$ cat src/rtl/ascon_spi_bridge.sv
// SPI slave front-end for ascon_core: decodes 32-bit instruction/data words from the host,
// streams key/bdi words into the core and returns bdo/auth words on MISO through a small FIFO.
//
// state | meaning
// S_INS | next received word is an instruction
// S_DAT | next received word is segment data (remaining words still to hand over)
module ascon_spi_bridge #(
    parameter int OFIFO_DEPTH = 4,
    parameter int SYNC_STAGES = 2,
    parameter int CCW         = 32,
    parameter int CCSW        = 32
) (
    input  logic            clk,
    input  logic            rst,
    input  logic            spi_sclk,
    input  logic            spi_cs_n,
    input  logic            spi_mosi,
    output logic            spi_miso,
    output logic [CCSW-1:0] key,
    output logic            key_valid,
    input  logic            key_ready,
    output logic [CCW-1:0]  bdi,
    output logic            bdi_valid,
    input  logic            bdi_ready,
    output logic [3:0]      bdi_type,
    output logic            bdi_eot,
    output logic            bdi_eoi,
    output logic            decrypt,
    output logic            hash,
    input  logic [CCW-1:0]  bdo,
    input  logic            bdo_valid,
    output logic            bdo_ready,
    input  logic [3:0]      bdo_type,
    input  logic            bdo_eot,
    input  logic            auth,
    input  logic            auth_valid,
    output logic            auth_ready,
    output logic            ovf
);

    localparam logic [3:0] OP_DO_ENC   = 4'h0;
    localparam logic [3:0] OP_DO_DEC   = 4'h1;
    localparam logic [3:0] OP_DO_HASH  = 4'h2;
    localparam logic [3:0] OP_LD_KEY   = 4'h3;
    localparam logic [3:0] OP_LD_NONCE = 4'h4;
    localparam logic [3:0] OP_LD_AD    = 4'h5;
    localparam logic [3:0] OP_LD_PT    = 4'h6;
    localparam logic [3:0] OP_LD_CT    = 4'h7;
    localparam logic [3:0] OP_LD_TAG   = 4'h8;

    localparam logic [3:0] D_NULL  = 4'h0;
    localparam logic [3:0] D_NONCE = 4'h1;
    localparam logic [3:0] D_AD    = 4'h2;
    localparam logic [3:0] D_PTCT  = 4'h3;
    localparam logic [3:0] D_TAG   = 4'h4;

    localparam int AW = $clog2(OFIFO_DEPTH);
    localparam logic [AW:0] DEPTH_CNT = (AW + 1)'(OFIFO_DEPTH);

    typedef enum logic {S_INS = 1'b0, S_DAT = 1'b1} state_t;

    // ---------------- input synchronisers and edge detection ----------------
    logic [SYNC_STAGES-1:0] sclk_sync, cs_sync, mosi_sync;
    logic sclk_d, cs_d;
    logic sclk_s, cs_s, mosi_s;
    logic sclk_rise, sclk_fall, cs_fall;

    always_ff @(posedge clk) begin
        if (rst) begin
            sclk_sync <= '0;
            cs_sync   <= '1;
            mosi_sync <= '0;
            sclk_d    <= 1'b0;
            cs_d      <= 1'b1;
        end else begin
            sclk_sync <= {sclk_sync[SYNC_STAGES-2:0], spi_sclk};
            cs_sync   <= {cs_sync[SYNC_STAGES-2:0], spi_cs_n};
            mosi_sync <= {mosi_sync[SYNC_STAGES-2:0], spi_mosi};
            sclk_d    <= sclk_s;
            cs_d      <= cs_s;
        end
    end

    assign sclk_s    = sclk_sync[SYNC_STAGES-1];
    assign cs_s      = cs_sync[SYNC_STAGES-1];
    assign mosi_s    = mosi_sync[SYNC_STAGES-1];
    assign sclk_rise = sclk_s & ~sclk_d & ~cs_s;
    assign sclk_fall = ~sclk_s & sclk_d & ~cs_s;
    assign cs_fall   = ~cs_s & cs_d;

    // ---------------- receive shifter ----------------
    logic [30:0] rx_sr;
    logic [4:0]  bit_cnt;
    logic [31:0] rx_word;
    logic        rx_strobe;

    always_ff @(posedge clk) begin
        if (rst) begin
            rx_sr     <= '0;
            bit_cnt   <= '0;
            rx_word   <= '0;
            rx_strobe <= 1'b0;
        end else begin
            rx_strobe <= 1'b0;
            if (cs_s) begin
                bit_cnt <= '0;
            end else if (sclk_rise) begin
                rx_sr   <= {rx_sr[29:0], mosi_s};
                bit_cnt <= bit_cnt + 5'd1;
                if (bit_cnt == 5'd31) begin
                    rx_word   <= {rx_sr, mosi_s};
                    rx_strobe <= 1'b1;
                end
            end
        end
    end

    // ---------------- output FIFO ----------------
    logic [31:0] mem [OFIFO_DEPTH];
    logic [AW-1:0] wr_ptr, rd_ptr;
    logic [AW:0]   count;
    logic fifo_full, fifo_empty, bdo_push, auth_push, fifo_push, fifo_pop, tx_reload;
    logic [31:0] fifo_din;

    assign fifo_full  = (count == DEPTH_CNT);
    assign fifo_empty = (count == '0);
    assign bdo_ready  = ~fifo_full;
    assign auth_ready = ~fifo_full & ~bdo_valid;
    assign bdo_push   = bdo_valid & bdo_ready;
    assign auth_push  = auth_valid & auth_ready;
    assign fifo_push  = bdo_push | auth_push;
    assign fifo_din   = bdo_push ? bdo : {31'b0, auth};
    assign tx_reload  = cs_fall | rx_strobe;
    assign fifo_pop   = tx_reload & ~fifo_empty;

    always_ff @(posedge clk) begin
        if (fifo_push)
            mem[wr_ptr] <= fifo_din;
    end

    always_ff @(posedge clk) begin
        if (rst) begin
            wr_ptr <= '0;
            rd_ptr <= '0;
            count  <= '0;
        end else begin
            if (fifo_push)
                wr_ptr <= wr_ptr + 1'b1;
            if (fifo_pop)
                rd_ptr <= rd_ptr + 1'b1;
            if (fifo_push & ~fifo_pop)
                count <= count + 1'b1;
            else if (fifo_pop & ~fifo_push)
                count <= count - 1'b1;
        end
    end

    // ---------------- transmit shifter ----------------
    // A word-boundary reload lands before the falling edge that closes that word's last bit;
    // that one falling edge must not shift, or the new MSB would never reach the host.
    logic [31:0] tx_sr;
    logic        tx_skip;

    always_ff @(posedge clk) begin
        if (rst) begin
            tx_sr   <= '0;
            tx_skip <= 1'b0;
        end else if (tx_reload) begin
            tx_sr   <= fifo_empty ? 32'h0 : mem[rd_ptr];
            tx_skip <= rx_strobe;
        end else if (sclk_fall) begin
            if (tx_skip)
                tx_skip <= 1'b0;
            else
                tx_sr <= {tx_sr[30:0], 1'b0};
        end
    end

    assign spi_miso = tx_sr[31];

    // ---------------- instruction / data FSM ----------------
    state_t state, state_next;
    logic [3:0]  op_r, rx_op, seg_type;
    logic        seg_last, hold_v, is_key, hs, last_hs, ins_strobe, dat_strobe, rx_is_load;
    logic [21:0] remaining, rx_words;
    logic [24:0] len_plus;
    logic [31:0] hold;

    assign is_key   = (op_r == OP_LD_KEY);
    assign rx_op    = rx_word[31:28];
    assign len_plus = {1'b0, rx_word[23:0]} + 25'd3;
    assign rx_words = len_plus[23:2];

    always_ff @(posedge clk) begin
        if (rst)
            state <= S_INS;
        else
            state <= state_next;
    end

    always_comb begin
        state_next = state;
        hs         = hold_v & (is_key ? key_ready : bdi_ready);
        last_hs    = hs & (remaining == 22'd1);
        // a word arriving as the final data word is accepted is already the next instruction
        ins_strobe = rx_strobe & ((state == S_INS) | last_hs);
        dat_strobe = rx_strobe & (state == S_DAT) & ~last_hs;
        rx_is_load = (rx_op >= OP_LD_KEY) && (rx_op <= OP_LD_TAG);
        if ((state == S_DAT) && last_hs)
            state_next = S_INS;
        if (ins_strobe && rx_is_load && (rx_words != 22'd0))
            state_next = S_DAT;
        case (op_r)
            OP_LD_NONCE:         seg_type = D_NONCE;
            OP_LD_AD:            seg_type = D_AD;
            OP_LD_PT, OP_LD_CT:  seg_type = D_PTCT;
            OP_LD_TAG:           seg_type = D_TAG;
            default:             seg_type = D_NULL;
        endcase
    end

    always_ff @(posedge clk) begin
        if (rst) begin
            op_r      <= OP_DO_ENC;
            seg_last  <= 1'b0;
            remaining <= '0;
            hold      <= '0;
            hold_v    <= 1'b0;
            decrypt   <= 1'b0;
            hash      <= 1'b0;
            ovf       <= 1'b0;
        end else begin
            if (hs) begin
                hold_v    <= 1'b0;
                remaining <= remaining - 22'd1;
            end
            if (dat_strobe) begin
                if (hold_v & ~hs) begin
                    ovf <= 1'b1;
                end else begin
                    hold   <= rx_word;
                    hold_v <= 1'b1;
                end
            end
            if (ins_strobe) begin
                case (rx_op)
                    OP_DO_ENC:  begin decrypt <= 1'b0; hash <= 1'b0; end
                    OP_DO_DEC:  begin decrypt <= 1'b1; hash <= 1'b0; end
                    OP_DO_HASH: begin decrypt <= 1'b0; hash <= 1'b1; end
                    default: begin
                        if (rx_is_load) begin
                            op_r      <= rx_op;
                            seg_last  <= rx_word[24];
                            remaining <= rx_words;
                        end
                    end
                endcase
            end
        end
    end

    assign key_valid = hold_v & is_key;
    assign bdi_valid = hold_v & ~is_key;
    assign key       = key_valid ? hold[CCSW-1:0] : '0;
    assign bdi       = bdi_valid ? hold[CCW-1:0] : '0;
    assign bdi_type  = bdi_valid ? seg_type : D_NULL;
    assign bdi_eot   = bdi_valid & (remaining == 22'd1);
    assign bdi_eoi   = bdi_eot & seg_last;

    logic unused_bits;
    assign unused_bits = ^{bdo_type, bdo_eot, rx_word[27:25], len_plus[24], len_plus[1:0]};

endmodule

$ cat config.mk
export PLATFORM = sky130hd
export DESIGN_NAME = ascon_spi_bridge
export DESIGN_NICKNAME = d
export VERILOG_FILES = /design/src/rtl/ascon_spi_bridge.sv
export SDC_FILE = /design/constraint.sdc
export NUM_CORES = 1
export LEC_CHECK = 0
export CAP_MARGIN = 10
export CORE_ASPECT_RATIO = 0.7
export CORE_MARGIN = 1.5
export CORE_UTILIZATION = 52
export DETAILED_ROUTE_END_ITERATION = 7
export GPL_TIMING_DRIVEN = 0
export PLACE_DENSITY_LB_ADDON = 0.15
export SYNTH_ARGS = -nofsm -noshare
export SYNTH_HDL_FRONTEND = slang
export SYNTH_SLANG_ARGS = --single-unit
$ cat constraint.sdc
create_clock -name clk -period 2.5 [get_ports clk]
set_input_delay 0.5 -clock clk [delete_from_list [all_inputs] [get_ports clk]]
set_output_delay 0.5 -clock clk [all_outputs]
set_load 0.05 [all_outputs]
==> results.py, run 1 <==
metrics = {
    "cts": {
        "root_buffer": "clkbuf_16",
        "htree_levels": 1,
        "ctsHoldBuffers": 0,
        "clk_pin_slew_worst_paths_ns": 0.07,
        "tritoncts": "built",
        "insertion_delay_ns": 0.55,
        "numCtsBuffers": 29,
        "numClockSinks": 311,
        "clockBufferDepth": 3,
    },
    "layout": {
        "fin_area_um2": 16800,
        "syn_to_final_growth_pct": 27.6,
        "fin_nets": 1490,
        "drive_above_1_share": 0.228,
        "num_antenna_cells": 0,
    },
    "drt": {
        "vias": 9939,
        "wl_per_cell_um": 18.7,
        "drtIter0Drc": 1073,
        "ant_nets": 0,
        "remaining_drc_errors": 0,
        "wl_um": 33200,
        "firstDrtPassIters": 5,
        "vias_per_cell": 5.59,
    },
    "sta": {
        "grt_setup_unrepaired": "yes",
        "setup_slack_ns": -0.237,
        "skew_ns": 0.0152,
        "fin_crit_sh": 1.09,
        "drv_slew": 0,
        "min_period_ns": 2.74,
        "maxSlewHeadroom": 0.361,
        "hold_viol_final": 0,
        "fmax_mhz": 365,
        "whs_ns": 0.433,
        "max_slew.worst_pin.slew_ns": 0.959,
        "setup_viol": 52,
    },
    "power_and_ir_drop": {
        "leakagePower_nw": 6.06,
        "swShare": 0.243,
        "p_total_mw": 12.0,
        "clockPowerShare": 0.358,
        "internal-power_mw": 9.06,
        "switchingPower_mw": 2.90,
        "p_per_area_nw_per_um2": 712,
        "seqPwrFrac": 0.517,
        "peakVddDrop_mv": 0.600,
        "power_frac_comb": 0.125,
    },
    "worst_hold_path": {
        "min_path_type": "register to register",
    },
    "critical_path": {
        "cp-end-kind": "output pin",
        "criticalPathCategory": "register to output pin",
        "worstPathCellList": "or3_4 > or4_4 > nor4_4 > and2_4 > buf_8",
        "cp-start-kind": "register",
        "cp.required_ns": 2.00,
        "worstPathMaxFanout": 4,
        "path_buf_inv": 1,
        "cp_slowest_cell": "or4_4",
        "critPathArrivalTime_ns": 2.24,
        "path_delay_family": "simple AND/OR/NAND/NOR gates",
        "slowest_delay_ns": 0.45,
    },
    "placement": {
        "port_buffers": 117,
        "dp_slack_ns": -0.676,
        "hpwl_um": 22200,
        "place_area_um2": 14800,
        "globalplace.congestion": 0.852,
    },
    "outcome": {
        "status": "finished, violations left",
        "violations": "setup timing",
    },
    "synth": {
        "netlist_area_um2": 13200,
        "avgSynthCellArea_um2": 10.6,
        "ys.flop_type": "dfxtp_1",
        "ys_warn_count": 0,
        "netlist_instances": 1248,
        "synthDistinctLibCells": 57,
        "synth_edf_count": 128,
        "ys_ff_latch": 311,
        "async_reset_ff_frac": 0,
        "ys_seq_area_frac": 0.570,
        "synth_nets": 1305,
    },
    "floorplan": {
        "die_y_um": 136,
        "initial_core_util": 0.532,
        "die_area_um2": 26300,
        "die_w_um": 193,
        "ios": 125,
        "fp-row-count": 48,
        "core_um2": 24700,
    },
    "global_route": {
        "antenna_found_initial": 0,
        "grtUsageTotal": 0.245,
        "grt_pass1_wl_um": 51100,
        "overflow": 0,
        "grt_max_degree": 33,
        "first_global_vias": 9336,
    },
    "flow_run": {
        "drv_cap": 0,
    },
}
==> repair_timing <==
action                     CTS  global route
buffers inserted            22             8
setup endpoints to repair  136           136
pin swaps                   10            17
gates cloned                 2             8
resized for setup          509           209
==> synthesized netlist by cell type, drive strengths merged, types with 2 or more instances <==
| library cell | instances | area share |
|---|---|---|
| and3 | 34 | 0.016 |
| or2 | 5 | 0.0024 |
| nor2 | 117 | 0.033 |
| clkbuf | 72 | 0.021 |
| o2111ai | 2 | 0.0013 |
| o21ai | 17 | 0.0065 |
| a32oi | 2 | 0.0013 |
| nand4 | 7 | 0.0033 |
| nor2b | 6 | 0.0029 |
| nor4bb | 3 | 0.0023 |
| mux2 | 2 | 0.0017 |
| buf | 16 | 0.0077 |
| nand2b | 3 | 0.0014 |
| xor2 | 26 | 0.017 |
| mux4 | 32 | 0.055 |
| mux2i | 40 | 0.030 |
| a211oi | 32 | 0.020 |
| ha | 9 | 0.0086 |
| nand3 | 10 | 0.0038 |
| o211ai | 2 | 0.0011 |
| edfxtp | 128 | 0.29 |
| inv | 15 | 0.0043 |
| xnor2 | 23 | 0.015 |
| nor3 | 19 | 0.0072 |
| or3 | 7 | 0.0037 |
| a21oi | 122 | 0.046 |
| or4 | 3 | 0.0020 |
| dfxtp | 183 | 0.28 |
| nor4 | 19 | 0.010 |
| and2 | 72 | 0.034 |
| nand2 | 202 | 0.058 |
==> layout make-up <==
type                            instances  area (um^2)
Sequential cell                       311         7530
Buffer                                 83          459
Fill cell                            1900         7940
Tap cell                              325          407
Timing Repair Buffer                  159         1830
Clock buffer                           48          900
Inverter                               15         56.3
Multi-Input combinational cell        834         5610
Clock inverter                          4         22.5
==> worst paths after layout <==
path / startpoint / end / slack [ns] / cells after the start
worst min-delay path: mosi_sync[0] / mosi_sync[1] / 0.43 / 1
worst max-delay path: remaining[16] / bdi_eoi / -0.24 / 5
worst max register to register: remaining[16] / op_r[0] / -0.18 / 10
worst min register to register: mosi_sync[0] / mosi_sync[1] / 0.43 / 1
==> kinds of logic (layout without fill, tap and decap cells) <==
family,Yosys count,count (layout),synth area share
and+or+nand+nor,513,513,0.184
DFF,311,311,0.570
xor gates and xnor gates,49,49,0.0326
adders and majority gates,10,10,0.0101
AOI/OAI and AO/OA,187,187,0.0836
other,1,1,0.000285
buffers and inverters,103,309,0.0325
muxes,74,74,0.0868
==> state kept, by name, summed over array words and instances, names as in the netlist, 2 cells and up, named ones only <==
| register | cells |
|---|---|
| count | 3 |
| rx_word | 32 |
| cs_sync | 2 |
| mosi_sync | 2 |
| op_r | 4 |
| bit_cnt | 5 |
| mem | 128 |
| rx_sr | 31 |
| sclk_sync | 2 |
| tx_sr | 32 |
| wr_ptr | 2 |
| rd_ptr | 2 |
| hold | 32 |
| remaining | 22 |
==> routing by layer <==
metal	up-vias	track usage	share of wire	wire length, um
met1	4799	0.385	0.48	16000
met3	42	0.0402	0.077	2560
met4	0	0.0482	0.016	545
met2	358	0.357	0.43	14100
met5	-	0	0	0
li1	4740	-	-	-
==> per-stage QoR <==
step,util,std cells,TNS (ns)
floorplan,-,1248,-0.383
global placement,0.597,1690,-162.80
detailed placement,0.599,1693,-54.27
CTS,0.652,1765,-1.99
global route,0.679,1779,-9.87
finish,0.679,1779,-4.71
==> power groups by stage <==
stage                     Clock (mW)  Sequential [mW]  Combinational (mW)
after floorplan                    0             6.24               0.965
after global placement             0             6.29                1.38
after detailed placement           0             6.29                1.49
after CTS                       4.34             6.19                1.51
after global routing            4.53             6.24                1.62
final                           4.28             6.18                1.49
==> placed cells by master, fill, tap and decap left out, types with 5 or more instances in the layout <==
cell / synthesis / layout
clkbuf_16: 0 / 34
xor2_1: 26 / 26
dfxtp_1: 183 / 172
clkbuf_2: 0 / 7
clkdlybuf4s50_1: 0 / 44
nor2b_1: 6 / 6
nand2_1: 202 / 200
xnor2_1: 23 / 23
and2_4: 0 / 59
ha_1: 9 / 9
mux2i_1: 40 / 38
o21ai_0: 17 / 16
nor4_1: 17 / 14
buf_4: 2 / 28
nor2_1: 117 / 109
dfxtp_2: 0 / 9
buf_2: 8 / 6
inv_1: 15 / 15
or3_1: 6 / 6
clkbuf_1: 72 / 66
nand4_1: 7 / 7
nor2_2: 0 / 5
clkbuf_8: 0 / 8
and3_1: 34 / 34
and2_1: 72 / 9
mux4_2: 32 / 32
buf_6: 1 / 40
a211oi_1: 27 / 23
a211oi_2: 5 / 9
buf_8: 0 / 47
nor3_1: 19 / 19
a21oi_1: 122 / 119
edfxtp_1: 128 / 128
or2_2: 5 / 5
nand3_1: 10 / 9
No activity file was read; power rests on OpenSTA's default activity.
==> inputs of run 2 (changes only) <==
Settings changed: CORE_MARGIN 1.5 to not set.
==> run 2 against run 1 <==
The run still ends with setup timing left. Clock power increased by 8.6%. Critical path depth did not move. Fmax about the same. Worst hold slack worse by 0.0025 ns. Register-to-register slack better by 0.12 ns. Routed wire length down 1.3%. Highest routed layer unchanged. Sequential cell count did not move. Via count down 1.1%. Non-clock buffer count down 8. Count of clock-buffer cells in the layout is 2 lower. Cell count is 0.22% lower.
==> results.py, run 2 (synthesis gave the netlist of run 1 again) <==
metrics = {
    "drt": {
        "ant_nets": 0,
        "firstDrtPassIters": 5,
        "wl_per_cell_um": 18.5,
        "vias": 9832,
        "vias_per_cell": 5.54,
        "remaining_drc_errors": 0,
        "drtIter0Drc": 826,
        "wl_um": 32800,
    },
    "cts": {
        "numClockSinks": 311,
        "clockBufferDepth": 3,
        "tritoncts": "built",
        "insertion_delay_ns": 0.55,
        "numCtsBuffers": 30,
        "clk_pin_slew_worst_paths_ns": 0.06,
        "root_buffer": "clkbuf_16",
        "htree_levels": 1,
        "ctsHoldBuffers": 0,
    },
    "critical_path": {
        "cp.required_ns": 2.00,
        "cp_slowest_cell": "or4_4",
        "criticalPathCategory": "register to output pin",
        "slowest_delay_ns": 0.46,
        "cp-start-kind": "register",
        "worstPathMaxFanout": 3,
        "cp-end-kind": "output pin",
        "worstPathCellList": "or3_4 > or4_4 > nor4_4 > and2_4 > buf_8",
        "critPathArrivalTime_ns": 2.24,
    },
    "floorplan": {
        "fp-row-count": 48,
        "core_um2": 24700,
        "die_area_um2": 26000,
        "die_y_um": 135,
        "initial_core_util": 0.532,
        "ios": 125,
        "die_w_um": 192,
    },
    "power_and_ir_drop": {
        "p_per_area_nw_per_um2": 742,
        "switchingPower_mw": 2.96,
        "leakagePower_nw": 5.99,
        "internal-power_mw": 9.38,
        "swShare": 0.240,
        "power_frac_comb": 0.122,
        "clockPowerShare": 0.377,
        "peakVddDrop_mv": 0.684,
        "p_total_mw": 12.3,
        "seqPwrFrac": 0.501,
    },
    "placement": {
        "port_buffers": 117,
        "hpwl_um": 22100,
        "dp_slack_ns": -0.684,
        "dpl.cell_count": 1694,
        "globalplace.congestion": 0.870,
    },
    "sta": {
        "skew_ns": 0.00617,
        "grt_setup_unrepaired": "yes",
        "maxSlewHeadroom": 0.387,
        "hold_viol_final": 0,
        "fmax_mhz": 365,
        "max_slew.worst_pin.slew_ns": 0.920,
        "setup_slack_ns": -0.236,
        "fin_crit_sh": 1.09,
        "min_period_ns": 2.74,
        "drv_slew": 0,
        "setup_viol": 26,
    },
    "global_route": {
        "grt_max_degree": 33,
        "antenna_found_initial": 0,
        "grt_pass1_wl_um": 49700,
        "overflow": 0,
        "first_global_vias": 8917,
        "grtUsageTotal": 0.247,
    },
    "layout": {
        "num_antenna_cells": 0,
        "num-fill-cells": 1923,
        "drive_above_1_share": 0.215,
        "mostFrequentLayoutCells": "201 x nand2_1, 170 x dfxtp_1, 128 x edfxtp_1",
        "final_common_cell": "nand2_1",
        "regMostFlops": "mem",
        "fin_nets": 1483,
        "syn_to_final_growth_pct": 26.3,
        "instances_no_fill": 1775,
        "largest_register_ffs": 128,
    },
    "outcome": {
        "status": "finished, violations left",
        "violations": "setup timing",
    },
    "flow_run": {
        "drv_cap": 0,
    },
    "worst_hold_path": {
        "min_path_type": "primary input to register",
    },
}
run 2: changes by cell type in the layout (fill, tap and decap cells not counted), moves of 4 or more:
cell      before  now
and2_1         9   29
and2_4        59   39
buf_2          6   12
buf_4         28   24
buf_8         47   27
clkbuf_1      66   61
clkbuf_4       1    6
nor2_1       109  113
run 2: path summary, 6_finish.rpt:
| path | startpoint | endpoint | slack (ns) | cells after the start |
|---|---|---|---|---|
| worst min-delay path | rst | remaining[21] | 0.43 | 3 |
| worst max-delay path | remaining[18] | bdi_eoi | -0.24 | 5 |
| worst min register to register | sclk_sync[0] | sclk_sync[1] | 0.44 | 1 |
| worst max register to register | remaining[18] | remaining[12] | -0.06 | 9 |
run 2: layout make-up:
cell class	instances	area [um^2]	share of cell area
Buffer	83	455	0.0274
Clock buffer	46	965	0.0580
Clock inverter	10	81.3	0.00489
Inverter	15	60.1	0.00361
Multi-Input combinational cell	834	5530	0.332
Sequential cell	311	7530	0.453
Tap cell	325	407	0.0244
Timing Repair Buffer	151	1610	0.0967
run 2: power groups by stage:
stage	combinational (mW)	sequential, mW	clock [mW]
after floorplan	0.965	6.24	0
after global placement	1.39	6.29	0
after detailed placement	1.50	6.30	0
after CTS	1.52	6.19	4.71
after global routing	1.64	6.26	4.91
final	1.50	6.19	4.65
run 2: metrics by stage:
step	area, um^2	util	hold slack (ns)	setup TNS [ns]
after floorplan	13200	-	0.389	-0.383
after global placement	14800	0.597	0.422	-163.92
after detailed placement	14800	0.600	0.426	-48.41
after CTS	16200	0.653	0.421	-3.94
after global routing	16600	0.672	0.441	-4.72
final	16600	0.672	0.430	-1.79
run 2: timing repair:
item,CTS,global route
buffers inserted,13,11
pin swaps,7,13
endpoints found under the setup margin,136,139
resized for setup,510,129
gates cloned,3,3
run 2: layer usage:
layer	wire length (um)	global-route usage	vias to the layer above
met4	335	0.0394	0
met5	0	0	-
met3	2100	0.0389	32
met1	16200	0.400	4777
li1	-	-	4727
met2	14200	0.350	296
run 2: worst max-delay path: cells and delay by family (launching register included):
family / cells / cell delay, ns
buffers and inverters: 1 / 0.14
and+or+nand+nor: 4 / 1.23
DFF: 1 / 0.32
